### src/rtl/ex_pkg.sv
// ---------------------------------------------------------------------------
// ex_pkg -- shared definitions for the iterative multiply/divide unit.
//   * XLEN_DEF     : default operand/result width
//   * F_*          : funct encodings (bit 2 selects the divide family)
//   * state_e      : FSM state encoding of ex_muldiv
//   * rs1_signed / rs2_signed : operand signedness per funct
// ---------------------------------------------------------------------------
package ex_pkg;

  localparam int XLEN_DEF = 32;

  localparam logic [2:0] F_MUL    = 3'b000;
  localparam logic [2:0] F_MULH   = 3'b001;
  localparam logic [2:0] F_MULHSU = 3'b010;
  localparam logic [2:0] F_MULHU  = 3'b011;
  localparam logic [2:0] F_DIV    = 3'b100;
  localparam logic [2:0] F_DIVU   = 3'b101;
  localparam logic [2:0] F_REM    = 3'b110;
  localparam logic [2:0] F_REMU   = 3'b111;

  typedef enum logic [1:0] {
    ST_IDLE = 2'd0,
    ST_MUL  = 2'd1,
    ST_DIV  = 2'd2,
    ST_DONE = 2'd3
  } state_e;

  // MUL only needs the low half, so it is run as unsigned*unsigned.
  function automatic logic rs1_signed(input logic [2:0] f);
    logic s;
    case (f)
      F_MULH, F_MULHSU, F_DIV, F_REM: s = 1'b1;
      default:                        s = 1'b0;
    endcase
    return s;
  endfunction

  function automatic logic rs2_signed(input logic [2:0] f);
    logic s;
    case (f)
      F_MULH, F_DIV, F_REM: s = 1'b1;
      default:              s = 1'b0;
    endcase
    return s;
  endfunction

endpackage

### src/rtl/ex_div_iter.sv
// ---------------------------------------------------------------------------
// ex_div_iter -- unsigned restoring divider, one quotient bit per cycle.
//   clk, rst_n          : clock / async active-low reset
//   start               : load dividend/divisor (has priority over abort)
//   abort               : drop any in-flight division
//   dividend, divisor   : XLEN-bit unsigned magnitudes
//   done                : quotient/remainder valid (XLEN cycles after start)
//   quotient, remainder : XLEN-bit results
// ---------------------------------------------------------------------------
module ex_div_iter
  import ex_pkg::*;
#(
  parameter int XLEN = XLEN_DEF
) (
  input  logic            clk,
  input  logic            rst_n,
  input  logic            start,
  input  logic            abort,
  input  logic [XLEN-1:0] dividend,
  input  logic [XLEN-1:0] divisor,
  output logic            done,
  output logic [XLEN-1:0] quotient,
  output logic [XLEN-1:0] remainder
);

  localparam int CNT_W = $clog2(XLEN + 1);

  logic             busy_r;
  logic [CNT_W-1:0] cnt_r;
  logic [XLEN-1:0]  quo_r;
  logic [XLEN-1:0]  rem_r;
  logic [XLEN-1:0]  dvs_r;
  logic [XLEN:0]    partial_s;
  logic [XLEN:0]    diff_s;

  // Trial subtraction: shift the next dividend bit into the partial remainder.
  always_comb begin
    partial_s = {rem_r, quo_r[XLEN-1]};
    diff_s    = partial_s - {1'b0, dvs_r};
  end

  // Iteration registers; quo_r doubles as the dividend shift register.
  always_ff @(posedge clk or negedge rst_n) begin
    if (!rst_n) begin
      busy_r <= 1'b0;
      cnt_r  <= '0;
      quo_r  <= '0;
      rem_r  <= '0;
      dvs_r  <= '0;
    end else if (start) begin
      busy_r <= 1'b1;
      cnt_r  <= '0;
      quo_r  <= dividend;
      rem_r  <= '0;
      dvs_r  <= divisor;
    end else if (abort) begin
      busy_r <= 1'b0;
      cnt_r  <= '0;
    end else if (busy_r && (cnt_r != CNT_W'(XLEN))) begin
      cnt_r <= cnt_r + CNT_W'(1);
      if (!diff_s[XLEN]) begin
        rem_r <= diff_s[XLEN-1:0];
        quo_r <= {quo_r[XLEN-2:0], 1'b1};
      end else begin
        rem_r <= partial_s[XLEN-1:0];
        quo_r <= {quo_r[XLEN-2:0], 1'b0};
      end
    end else begin
      busy_r <= busy_r;
    end
  end

  assign done      = busy_r && (cnt_r == CNT_W'(XLEN));
  assign quotient  = quo_r;
  assign remainder = rem_r;

endmodule

### src/rtl/ex_muldiv.sv
// ---------------------------------------------------------------------------
// ex_muldiv -- iterative RV-M style multiply/divide execution unit.
//   clk, rst_n            : clock / async active-low reset
//   in_valid/in_ready     : operation handshake (funct_i, reg1_i, reg2_i,
//                           wd_i, wreg_i)
//   flush_i               : kill in-flight op, return to IDLE
//   out_valid/out_ready   : result handshake (wd_o, wreg_o, wdata_o,
//                           illegal_o held while out_valid && !out_ready)
//   busy_o                : high whenever the FSM is not IDLE
// Build option: define EX_MULDIV_DIV_EN to include the divider. Without it,
// divide-family ops complete after one cycle with illegal_o=1 and wdata_o=0.
// Both multiplier and divider work on magnitudes; signs are applied when the
// result is captured.
// ---------------------------------------------------------------------------
module ex_muldiv
  import ex_pkg::*;
#(
  parameter int XLEN    = XLEN_DEF,
  parameter int MUL_BPC = 1
) (
  input  logic            clk,
  input  logic            rst_n,
  input  logic            in_valid,
  output logic            in_ready,
  input  logic [2:0]      funct_i,
  input  logic [XLEN-1:0] reg1_i,
  input  logic [XLEN-1:0] reg2_i,
  input  logic [4:0]      wd_i,
  input  logic            wreg_i,
  input  logic            flush_i,
  output logic            out_valid,
  input  logic            out_ready,
  output logic [4:0]      wd_o,
  output logic            wreg_o,
  output logic [XLEN-1:0] wdata_o,
  output logic            illegal_o,
  output logic            busy_o
);

  localparam int MUL_STEPS = XLEN / MUL_BPC;
  localparam int CNT_W     = $clog2(XLEN + 1);

  state_e            state_r;
  state_e            state_nxt_s;
  logic              accept_s;
  logic              neg_a_s;
  logic              neg_b_s;
  logic [XLEN-1:0]   mag_a_s;
  logic [XLEN-1:0]   mag_b_s;

  logic [2:0]        funct_r;
  logic [4:0]        wd_r;
  logic              wreg_r;
  logic              neg_a_r;
  logic              neg_b_r;
  logic [2*XLEN-1:0] acc_r;
  logic [2*XLEN-1:0] mcand_r;
  logic [XLEN-1:0]   mplier_r;
  logic [CNT_W-1:0]  cnt_r;

  logic [2*XLEN-1:0] pp_s;
  logic [2*XLEN-1:0] prod_s;
  logic [XLEN-1:0]   mul_res_s;

  logic              load_s;
  logic [XLEN-1:0]   res_data_s;
  logic              res_wreg_s;
  logic              res_ill_s;

  logic              out_valid_r;
  logic [4:0]        wd_out_r;
  logic              wreg_out_r;
  logic [XLEN-1:0]   wdata_r;
  logic              illegal_r;

  assign in_ready = (state_r == ST_IDLE) && !flush_i;
  assign accept_s = in_valid && in_ready;
  assign busy_o   = (state_r != ST_IDLE);

  // Operand magnitudes and signs for the offered operation.
  always_comb begin
    neg_a_s = rs1_signed(funct_i) && reg1_i[XLEN-1];
    neg_b_s = rs2_signed(funct_i) && reg2_i[XLEN-1];
    mag_a_s = neg_a_s ? (-reg1_i) : reg1_i;
    mag_b_s = neg_b_s ? (-reg2_i) : reg2_i;
  end

`ifdef EX_MULDIV_DIV_EN
  logic            div_done_s;
  logic [XLEN-1:0] div_quo_s;
  logic [XLEN-1:0] div_rem_s;
  logic [XLEN-1:0] quo_fix_s;
  logic [XLEN-1:0] rem_fix_s;
  logic [XLEN-1:0] rs1_r;
  logic            div_zero_r;
  logic            div_ovf_r;

  ex_div_iter #(.XLEN(XLEN)) u_div (
    .clk       (clk),
    .rst_n     (rst_n),
    .start     (accept_s && funct_i[2]),
    .abort     (state_r != ST_DIV),
    .dividend  (mag_a_s),
    .divisor   (mag_b_s),
    .done      (div_done_s),
    .quotient  (div_quo_s),
    .remainder (div_rem_s)
  );

  // Quotient takes the xor of operand signs, remainder the dividend sign.
  always_comb begin
    quo_fix_s = (neg_a_r ^ neg_b_r) ? (-div_quo_s) : div_quo_s;
    rem_fix_s = neg_a_r ? (-div_rem_s) : div_rem_s;
  end

  // Special divide cases are detected at accept and bypass the iteration.
  always_ff @(posedge clk or negedge rst_n) begin
    if (!rst_n) begin
      rs1_r      <= '0;
      div_zero_r <= 1'b0;
      div_ovf_r  <= 1'b0;
    end else if (accept_s) begin
      rs1_r      <= reg1_i;
      div_zero_r <= (reg2_i == {XLEN{1'b0}});
      div_ovf_r  <= ((funct_i == F_DIV) || (funct_i == F_REM)) &&
                    (reg1_i == {1'b1, {(XLEN-1){1'b0}}}) &&
                    (reg2_i == {XLEN{1'b1}});
    end else begin
      rs1_r <= rs1_r;
    end
  end
`endif

  // Partial product for the MUL_BPC multiplier bits retired this cycle.
  always_comb begin
    pp_s = '0;
    for (int i = 0; i < MUL_BPC; i++) begin
      if (mplier_r[i]) begin
        pp_s = pp_s + (mcand_r << i);
      end else begin
        pp_s = pp_s;
      end
    end
    prod_s    = (neg_a_r ^ neg_b_r) ? (-acc_r) : acc_r;
    mul_res_s = (funct_r == F_MUL) ? prod_s[XLEN-1:0] : prod_s[2*XLEN-1:XLEN];
  end

  // Next state and the result captured on entry to DONE.
  always_comb begin
    state_nxt_s = state_r;
    load_s      = 1'b0;
    res_data_s  = '0;
    res_wreg_s  = wreg_r;
    res_ill_s   = 1'b0;
    if (flush_i) begin
      state_nxt_s = ST_IDLE;
    end else begin
      case (state_r)
        ST_IDLE: begin
          if (accept_s) begin
            state_nxt_s = funct_i[2] ? ST_DIV : ST_MUL;
          end else begin
            state_nxt_s = ST_IDLE;
          end
        end
        ST_MUL: begin
          if (cnt_r == CNT_W'(MUL_STEPS)) begin
            state_nxt_s = ST_DONE;
            load_s      = 1'b1;
            res_data_s  = mul_res_s;
          end else begin
            state_nxt_s = ST_MUL;
          end
        end
        ST_DIV: begin
`ifdef EX_MULDIV_DIV_EN
          // funct_r[1] selects REM/REMU over DIV/DIVU.
          if (div_zero_r) begin
            state_nxt_s = ST_DONE;
            load_s      = 1'b1;
            res_data_s  = funct_r[1] ? rs1_r : {XLEN{1'b1}};
          end else if (div_ovf_r) begin
            state_nxt_s = ST_DONE;
            load_s      = 1'b1;
            res_data_s  = funct_r[1] ? {XLEN{1'b0}} : rs1_r;
          end else if (div_done_s) begin
            state_nxt_s = ST_DONE;
            load_s      = 1'b1;
            res_data_s  = funct_r[1] ? rem_fix_s : quo_fix_s;
          end else begin
            state_nxt_s = ST_DIV;
          end
`else
          state_nxt_s = ST_DONE;
          load_s      = 1'b1;
          res_wreg_s  = 1'b0;
          res_ill_s   = 1'b1;
`endif
        end
        ST_DONE: begin
          if (out_valid_r && out_ready) begin
            state_nxt_s = ST_IDLE;
          end else begin
            state_nxt_s = ST_DONE;
          end
        end
        default: state_nxt_s = ST_IDLE;
      endcase
    end
  end

  // FSM state register.
  always_ff @(posedge clk or negedge rst_n) begin
    if (!rst_n) begin
      state_r <= ST_IDLE;
    end else begin
      state_r <= state_nxt_s;
    end
  end

  // Operand capture and shift-add multiplier iteration.
  always_ff @(posedge clk or negedge rst_n) begin
    if (!rst_n) begin
      funct_r  <= 3'b000;
      wd_r     <= 5'd0;
      wreg_r   <= 1'b0;
      neg_a_r  <= 1'b0;
      neg_b_r  <= 1'b0;
      acc_r    <= '0;
      mcand_r  <= '0;
      mplier_r <= '0;
      cnt_r    <= '0;
    end else if (accept_s) begin
      funct_r  <= funct_i;
      wd_r     <= wd_i;
      wreg_r   <= wreg_i && (wd_i != 5'd0);
      neg_a_r  <= neg_a_s;
      neg_b_r  <= neg_b_s;
      acc_r    <= '0;
      mcand_r  <= {{XLEN{1'b0}}, mag_a_s};
      mplier_r <= mag_b_s;
      cnt_r    <= '0;
    end else if ((state_r == ST_MUL) && (cnt_r != CNT_W'(MUL_STEPS))) begin
      acc_r    <= acc_r + pp_s;
      mcand_r  <= mcand_r << MUL_BPC;
      mplier_r <= mplier_r >> MUL_BPC;
      cnt_r    <= cnt_r + CNT_W'(1);
    end else begin
      cnt_r <= cnt_r;
    end
  end

  // Output registers: loaded entering DONE, held in DONE, zero elsewhere.
  always_ff @(posedge clk or negedge rst_n) begin
    if (!rst_n) begin
      out_valid_r <= 1'b0;
      wd_out_r    <= 5'd0;
      wreg_out_r  <= 1'b0;
      wdata_r     <= '0;
      illegal_r   <= 1'b0;
    end else if (load_s) begin
      out_valid_r <= 1'b1;
      wd_out_r    <= wd_r;
      wreg_out_r  <= res_wreg_s;
      wdata_r     <= res_data_s;
      illegal_r   <= res_ill_s;
    end else if (state_nxt_s != ST_DONE) begin
      out_valid_r <= 1'b0;
      wd_out_r    <= 5'd0;
      wreg_out_r  <= 1'b0;
      wdata_r     <= '0;
      illegal_r   <= 1'b0;
    end else begin
      out_valid_r <= out_valid_r;
    end
  end

  assign out_valid = out_valid_r;
  assign wd_o      = wd_out_r;
  assign wreg_o    = wreg_out_r;
  assign wdata_o   = wdata_r;
  assign illegal_o = illegal_r;

endmodule

### config.mk
export PLATFORM = sky130hd
export DESIGN_NAME = ex_muldiv
export DESIGN_NICKNAME = d
export VERILOG_FILES = /design/src/rtl/ex_pkg.sv /design/src/rtl/ex_div_iter.sv /design/src/rtl/ex_muldiv.sv
export SDC_FILE = /design/constraint.sdc
export NUM_CORES = 1
export LEC_CHECK = 0
export ABC_AREA = 1
export BUFFER_PORTS_ARGS = -buffer_cell sky130_fd_sc_hd__buf_2
export CORE_ASPECT_RATIO = 1.5
export CORE_UTILIZATION = 60
export CTS_CLUSTER_DIAMETER = 120
export CTS_CLUSTER_SIZE = 20
export DETAILED_ROUTE_END_ITERATION = 12
export PLACE_DENSITY_LB_ADDON = 0.12
export SYNTH_ARGS = -nofsm -noshare
export SYNTH_HDL_FRONTEND = slang
export SYNTH_SLANG_ARGS = --single-unit
### constraint.sdc
create_clock -name clk -period 2.91 [get_ports clk]
set_clock_uncertainty 0.1 [all_clocks]
set_input_delay 0.4365 -clock clk [delete_from_list [all_inputs] [get_ports clk]]
set_output_delay 0.4365 -clock clk [all_outputs]
set_load 0.005 [all_outputs]
==> results.ini, run 1 <==
[cells_and_area]
multiInputGateArea_um2 = 11700
nNetsFinal = 3714
finish.utilization_pct = 69.6
design_area_um2 = 22200
seqCellArea_um2 = 5480
n_fill_cell = 2920
layout-drive-gt1-share_pct = 11.6
area_delta_synth_final_pct = 13.8

[floorplanning]
die_x_um = 149
initial_core_util_pct = 61.2
coreArea_um2 = 31900
io_pins = 120
die_y_um = 223
dieArea_um2 = 33300
rows = 80

[detailed_routing]
wire_per_inst_um = 18.2
routed_wl_um = 72200
drc = 0
postRouteAntennaNets = 0
via_count = 22600
drtIter0Drc = 1881
via_per_inst = 5.69
dr.pass1.iters = 8

[critical_path]
crit_arrival_ns = 3.15
start_kind = flip-flop
end_kind = flip-flop
required_ns = 3.20
path_max_fanout = 27
critPathKind = reg -> reg

[synth]
synth_cells = 3364
postSynthAreaPerCell_um2 = 5.80
synth-edff-count = 0
synth_ff_type = dfrtp_1
yosysWarnings = 0
netlist_area_um2 = 19500
yosysUniqueCellTypes = 45
async_reset_ff_share_pct = 100
ys_seq_area_share_pct = 28.1
ys_ff_latch = 219
syn-num-nets = 3516

[cts]
cts_made_buffers = 14
clk_latency_ns = 0.52
htree_levels = 1
root_buffer = clkbuf_16
clock_sinks = 219
cts_tree = yes
clock_path_buffers = 3
path_clk_slew_ns = 0.10

[power]
clockPowerShare_pct = 12.0
p_per_area_nw_per_um2 = 766
leakage_nw = 13.2
combPwrFrac_pct = 62.8
switching_share_pct = 53.1
p_sw_mw = 9.03
irDropWorstVdd_mv = 0.596
power.internal_mw = 7.98
seq_power_share_pct = 25.2

[timing]
fin_ws_ns = 0.0557
finalHoldViolCount = 0
max_freq_mhz = 350
maxSlewViolCount = 0
setup-tns-final_ns = 0
grt_setup_unrepaired = true
worstMarginPinSlew_ns = 1.37
relSlewSlack_pct = 8.45
period_share_pct = 98.1
setup_viol = 0
min_period_ns = 2.85
fin_hold_ws_ns = 0.0552

[placed_design]
io_buffers = 119
dpl.hpwl_um = 56400
place_area_um2 = 21400
gp_congestion = 1.11
place_ws_ns = -0.238

[global_route]
grt_pass1_vias = 21800
grt_max_degree = 110
antenna_found_initial = 1
grt_pass1_wl_um = 113000
grt-ovfl-total = 0
grtUsageTotal_pct = 43.9

[run_status]
status = finished clean

[job]
maxCapViolCount = 0

[hold_path]
worstHoldPathType = in -> reg

==> Yosys cell counts (8+ instances only) <==
cell / instances / area [um2]
nand2_2: 10 / 62.6
nor2_1: 340 / 1280
o221ai_1: 23 / 201
nor4_1: 11 / 68.8
xnor2_1: 8 / 70.1
clkbuf_1: 32 / 120
ha_1: 73 / 913
dfrtp_1: 219 / 5480
o211ai_1: 12 / 90.1
a21oi_1: 106 / 531
nor3_1: 15 / 75.1
a31oi_1: 8 / 50.1
o21ai_1: 10 / 50.1
nand4_1: 22 / 138
o21ai_0: 131 / 656
inv_1: 632 / 2370
buf_2: 37 / 185
nor2_2: 11 / 68.8
o21bai_1: 16 / 120
o22ai_1: 57 / 357
xor2_1: 11 / 96.3
nand3_1: 273 / 1370
nand2_1: 1246 / 4680
==> critical path, stage by stage (launching register included) <==
cell and delay [ns]:
dfrtp_2 0.50, buf_4 0.20, buf_12 0.16, nand2_1 0.07
inv_1 0.04, ha_1 0.37, nand2_1 0.18, nor2_4 0.17
nand2_2 0.12, nor3_4 0.23, and2_1 0.19, nand2_2 0.11
nand2_1 0.08, nand2_1 0.05, nand3_1 0.09, nand2_1 0.06
==> final timing paths <==
| path | start | to | slack (ns) | cells past startpoint |
|---|---|---|---|---|
| max | mplier_r[0] | acc_r[59] | 0.06 | 15 |
| min | wd_i[1] | wd_r[1] | 0.06 | 3 |
| max reg2reg | mplier_r[0] | acc_r[59] | 0.06 | 15 |
| min reg2reg | wdata_o[20] | wdata_o[20] | 0.38 | 2 |
| max in group asynchronous | rst_n | mcand_r[39] | 1.52 | 3 |
| min in group asynchronous | rst_n | wdata_o[4] | 0.34 | 2 |
==> repair_timing <==
action / in CTS / in global routing
hold endpoints to repair: 57 / 0
hold buffers: 1 / 0
pin swaps: 0 / 5
setup buffers: 3 / 1
gates resized for setup: 7 / 95
endpoints found under the setup margin: 6 / 38
==> sequential cells by signal, indices dropped and copies added (netlist names) <==
name,cells
wd_o,5
illegal_o,1
wd_r,5
wreg_r,1
wdata_o,32
neg_b_r,1
cnt_r,6
mcand_r,64
wreg_o,1
state_r,2
neg_a_r,1
acc_r,64
funct_r,3
mplier_r,32
out_valid,1
==> power by group through the flow <==
stage	clock, mW	sequential, mW	combinational (mW)
floorplan	0	4.08	7.11
global placement	0	4.28	9.81
detailed placement	0	4.31	10.0
CTS	2.05	4.25	10.2
global route	2.13	4.35	11.7
finish	2.04	4.29	10.7
==> through the flow <==
step,instances,total power [mW]
after global routing,3973,18.2
after global placement,3951,14.1
after CTS,3972,16.5
after floorplan,3364,11.2
final,3974,17.0
after detailed placement,3951,14.4
==> kinds of logic after synthesis <==
| group | synth area share [%] |
|---|---|
| AND/OR/NAND/NOR | 40.8 |
| buffers and inverters | 14.1 |
| AO/OA/AOI/OAI | 11.3 |
| XOR/XNOR | 0.936 |
| flip-flops | 28.1 |
| adder cells (fa/ha/maj) | 4.78 |
==> area by class of cell <==
class / count / share of cell area (%)
Timing Repair Buffer: 260 / 7.95
Tap cell: 410 / 2.31
Clock buffer: 17 / 1.72
Sequential cell: 219 / 24.7
Multi-Input combinational cell: 2428 / 52.6
Antenna cell: 1 / 0.0113
Inverter: 639 / 10.8
==> per-layer routing <==
layer | routed length, um | vias to the layer above | share of wire [%] | GRT usage, %
met4 | 6980 | 0 | 9.7 | 36.7
met5 | 0 | - | 0 | 0
met3 | 5960 | 341 | 8.2 | 8.63
met2 | 33200 | 1174 | 46 | 71.9
met1 | 26100 | 10300 | 36 | 48.6
li1 | - | 10800 | - | -
==> placed cells by master, fill, tap and decap left out, types with 5 or more instances in the layout <==
master     Yosys  final
nand4_1       22     22
o21bai_1      16     16
nand2_4        3      5
o21ai_1       10     12
buf_4          4    132
a21oi_1      106    102
ha_4           0      5
dfrtp_1      219    218
clkbuf_16      0     15
nor2_4         5     14
o21ai_0      131    129
inv_1        632    630
buf_2         37    118
ha_2           0      8
ha_1          73     60
o22ai_1       57     57
inv_2          7      9
nor2_1       340    309
o211ai_1      12     12
nand2_1     1246   1218
nand3_2        4     10
xnor2_1        8      8
nand2_2       10     36
nor3_1        15     13
nor4_1        11      8
a32o_1         5      5
nor2_2        11     33
buf_12         0      8
xor2_1        11     11
o221ai_1      23     23
a31oi_1        8      8
nand3_1      273    267
(Power assumes the default switching activity.)
==> run 2, diff against run 1 <==
--- a/config.mk
+++ b/config.mk
@@ -8,7 +8,7 @@
 export ABC_AREA = 1
 export BUFFER_PORTS_ARGS = -buffer_cell sky130_fd_sc_hd__buf_2
 export CORE_ASPECT_RATIO = 1.5
-export CORE_UTILIZATION = 60
+export CORE_UTILIZATION = 55
 export CTS_CLUSTER_DIAMETER = 120
 export CTS_CLUSTER_SIZE = 20
 export DETAILED_ROUTE_END_ITERATION = 12
==> constraint.sdc (replaced) <==
create_clock -name clk -period 2.91 [get_ports clk]
set_clock_uncertainty 0.1 [all_clocks]
set_input_delay 0.4365 -clock clk [delete_from_list [all_inputs] [get_ports clk]]
set_output_delay 0.4365 -clock clk [all_outputs]
set_load 0.1 [all_outputs]
==> results.ini, run 2 (synthesized netlist as in run 1, its figures left out) <==
[cts]
clk_latency_ns = 0.52  ; about the same
root_buffer = clkbuf_16
clock_path_buffers = 3  ; unchanged
clock_sinks = 219  ; unchanged
post-cts-setup-buffers = 0  ; -3
htree_levels = 1  ; unchanged
cts_tree = yes
cts_made_buffers = 14  ; unchanged
path_clk_slew_ns = 0.10  ; about the same

[cells_and_area]
nNetsFinal = 3711  ; -0.081%
layout_common_cells = nand2_1, inv_1, nor2_1
largestRegisters = acc_r: 64 flops, mcand_r: 64 flops
final_common_cell = nand2_1
antennaDiodeCount = 0  ; -1
design_area_um2 = 22100  ; -0.73%
layout-drive-gt1-share_pct = 10.1  ; -1.5 points
area_delta_synth_final_pct = 13.0
stdcell_count = 4033  ; +1.5%

[timing]
max_freq_mhz = 360  ; +2.8%
relSlewSlack_pct = 51.5  ; +43 points
finalHoldViolCount = 0  ; unchanged
setup-tns-final_ns = 0  ; unchanged
period_share_pct = 95.4  ; -2.7 points
maxSlewViolCount = 0  ; unchanged
setup_viol = 0  ; unchanged
worstMarginPinSlew_ns = 0.726  ; -0.647 ns
min_period_ns = 2.78  ; -0.0777 ns
fin_hold_ws_ns = 0.0417  ; -0.0136 ns

[power]
clockPowerShare_pct = 12.0  ; about the same
seq_power_share_pct = 25.2  ; about the same
combPwrFrac_pct = 62.8  ; about the same
irDropWorstVdd_mv = 0.918  ; +54%
p_sw_mw = 8.95  ; -0.96%
switching_share_pct = 52.9  ; -0.21 points
power.internal_mw = 7.97  ; -0.13%
p_per_area_nw_per_um2 = 767  ; +0.16%
leakage_nw = 13.2  ; -0.14%

[critical_path]
end_kind = flip-flop
r2r_cells = 17  ; +2
path_max_fanout = 30  ; +11%
rrSetupSlack_ns = 0.13  ; +0.08 ns
rr_startpoint = mplier_r[0]
start_kind = flip-flop
crit_arrival_ns = 3.09  ; -0.06 ns
critPathKind = reg -> reg
required_ns = 3.22  ; +0.02 ns
rr_endpoint = acc_r[43]

[floorplanning]
initial_core_util_pct = 55.8  ; -5.4 points
die_x_um = 156  ; +4.4%
rows = 84  ; +5.0%
die_y_um = 233  ; +4.4%
coreArea_um2 = 35000  ; +9.6%
dieArea_um2 = 36300  ; +9.0%
io_pins = 120  ; unchanged

[detailed_routing]
routed_wl_um = 70900  ; -1.7%
drtIter0Drc = 1714  ; -8.9%
postRouteAntennaNets = 0  ; unchanged
via_per_inst = 5.44  ; -4.3%
dr.pass1.iters = 6  ; -2
drc = 0  ; unchanged
via_count = 21900  ; -2.9%
wire_per_inst_um = 17.6  ; -3.2%

[placed_design]
place_area_um2 = 21600  ; +0.54%
dpl.hpwl_um = 57600  ; +2.0%
io_buffers = 119  ; unchanged
place_inst = 4015  ; +1.6%
gp_congestion = 1.06  ; -4.2%

[global_route]
grt_pass1_vias = 21000  ; -3.5%
grtUsageTotal_pct = 39.5  ; -4.4 points
grt_max_degree = 110  ; unchanged
antenna_found_initial = 0  ; -1
grt_pass1_wl_um = 110000  ; -2.5%
grt-ovfl-total = 0  ; unchanged

[hold_path]
hold_path_startpoint = wd_i[1]
hold_path_end = wd_r[1]
worstHoldPathType = in -> reg
whs_path_depth = 3  ; unchanged

[run_status]
status = finished clean

[job]
maxCapViolCount = 0  ; unchanged

==> run 2: cell types whose count changed in the layout (fill, tap and decap cells not counted), moves of 5 or more <==
| cell | previous run | this run |
|---|---|---|
| buf_4 | 132 | 126 |
| nor2_4 | 14 | 7 |
| ha_1 | 60 | 72 |
| ha_2 | 8 | 1 |
| nand2_1 | 1218 | 1234 |
| ha_4 | 5 | 0 |
| nor2_2 | 33 | 21 |
| nor2_1 | 309 | 328 |
| nand2_2 | 36 | 19 |
==> run 2: critical path: stages, from the launching register on <==
cell     delay (ns)
dfrtp_2        0.43
buf_12         0.16
nand2_1        0.08
inv_1          0.05
ha_1           0.36
nand2_1        0.13
nor2_2         0.17
nand3_1        0.12
nand2_1        0.19
nand2_1        0.07
nand2_1        0.17
nand2_1        0.10
nand2_2        0.17
nand2_1        0.10
nand2_1        0.07
nand2_1        0.05
nand3_1        0.07
nand2_1        0.06
==> run 2: area by class of cell <==
class / count / area (um2)
sequential: 219 / 5480
fill: 3506 / 12900
multi-input combinational: 2428 / 11400
clock buffer: 17 / 383
inverter: 639 / 2400
tap: 473 / 592
timing repair buffer: 257 / 1770
==> run 2: worst max-delay path by stage <==
stage / start / to / slack, ns
floorplan: state_r[0] / wreg_o / 0.003
global placement: mplier_r[0] / acc_r[31] / 0.06
detailed placement: mplier_r[0] / acc_r[57] / -0.002
CTS: mplier_r[0] / acc_r[31] / 0.001
global route: mplier_r[0] / acc_r[21] / -0.004
finish: mplier_r[0] / acc_r[43] / 0.13
==> run 2: power groups by stage <==
| stage | Clock (mW) | Combinational [mW] | Sequential (mW) |
|---|---|---|---|
| finish | 2.03 | 10.6 | 4.27 |
| floorplan | 0 | 7.24 | 4.12 |
| CTS | 2.07 | 10.4 | 4.25 |
| detailed placement | 0 | 10.3 | 4.31 |
| global route | 2.15 | 11.7 | 4.34 |
| global placement | 0 | 10.1 | 4.27 |
==> run 2: per-layer routing <==
metal	global-route usage, %	wire length, um
met2	68.4	34000
met4	30.1	6070
met3	4.58	4580
met1	44.2	26300
met5	0	0
==> run 2: repair_timing <==
item,CTS,global route
hold buffers,1,0
pin swaps,0,0
setup endpoints to repair,3,33
resized for setup,1,38
endpoints found under the hold margin,56,0
gates cloned,0,0
==> run 2: stage by stage <==
| step | worst slack, ns | utilization, % | power, mW |
|---|---|---|---|
| after floorplan | 0.00292 | - | 11.4 |
| after global placement | 0.0636 | 61.6 | 14.4 |
| after detailed placement | -0.00222 | 61.6 | 14.6 |
| after CTS | 0.00130 | 62.7 | 16.7 |
| after global routing | -0.00368 | 63.0 | 18.2 |
| final | 0.133 | 63.0 | 16.9 |
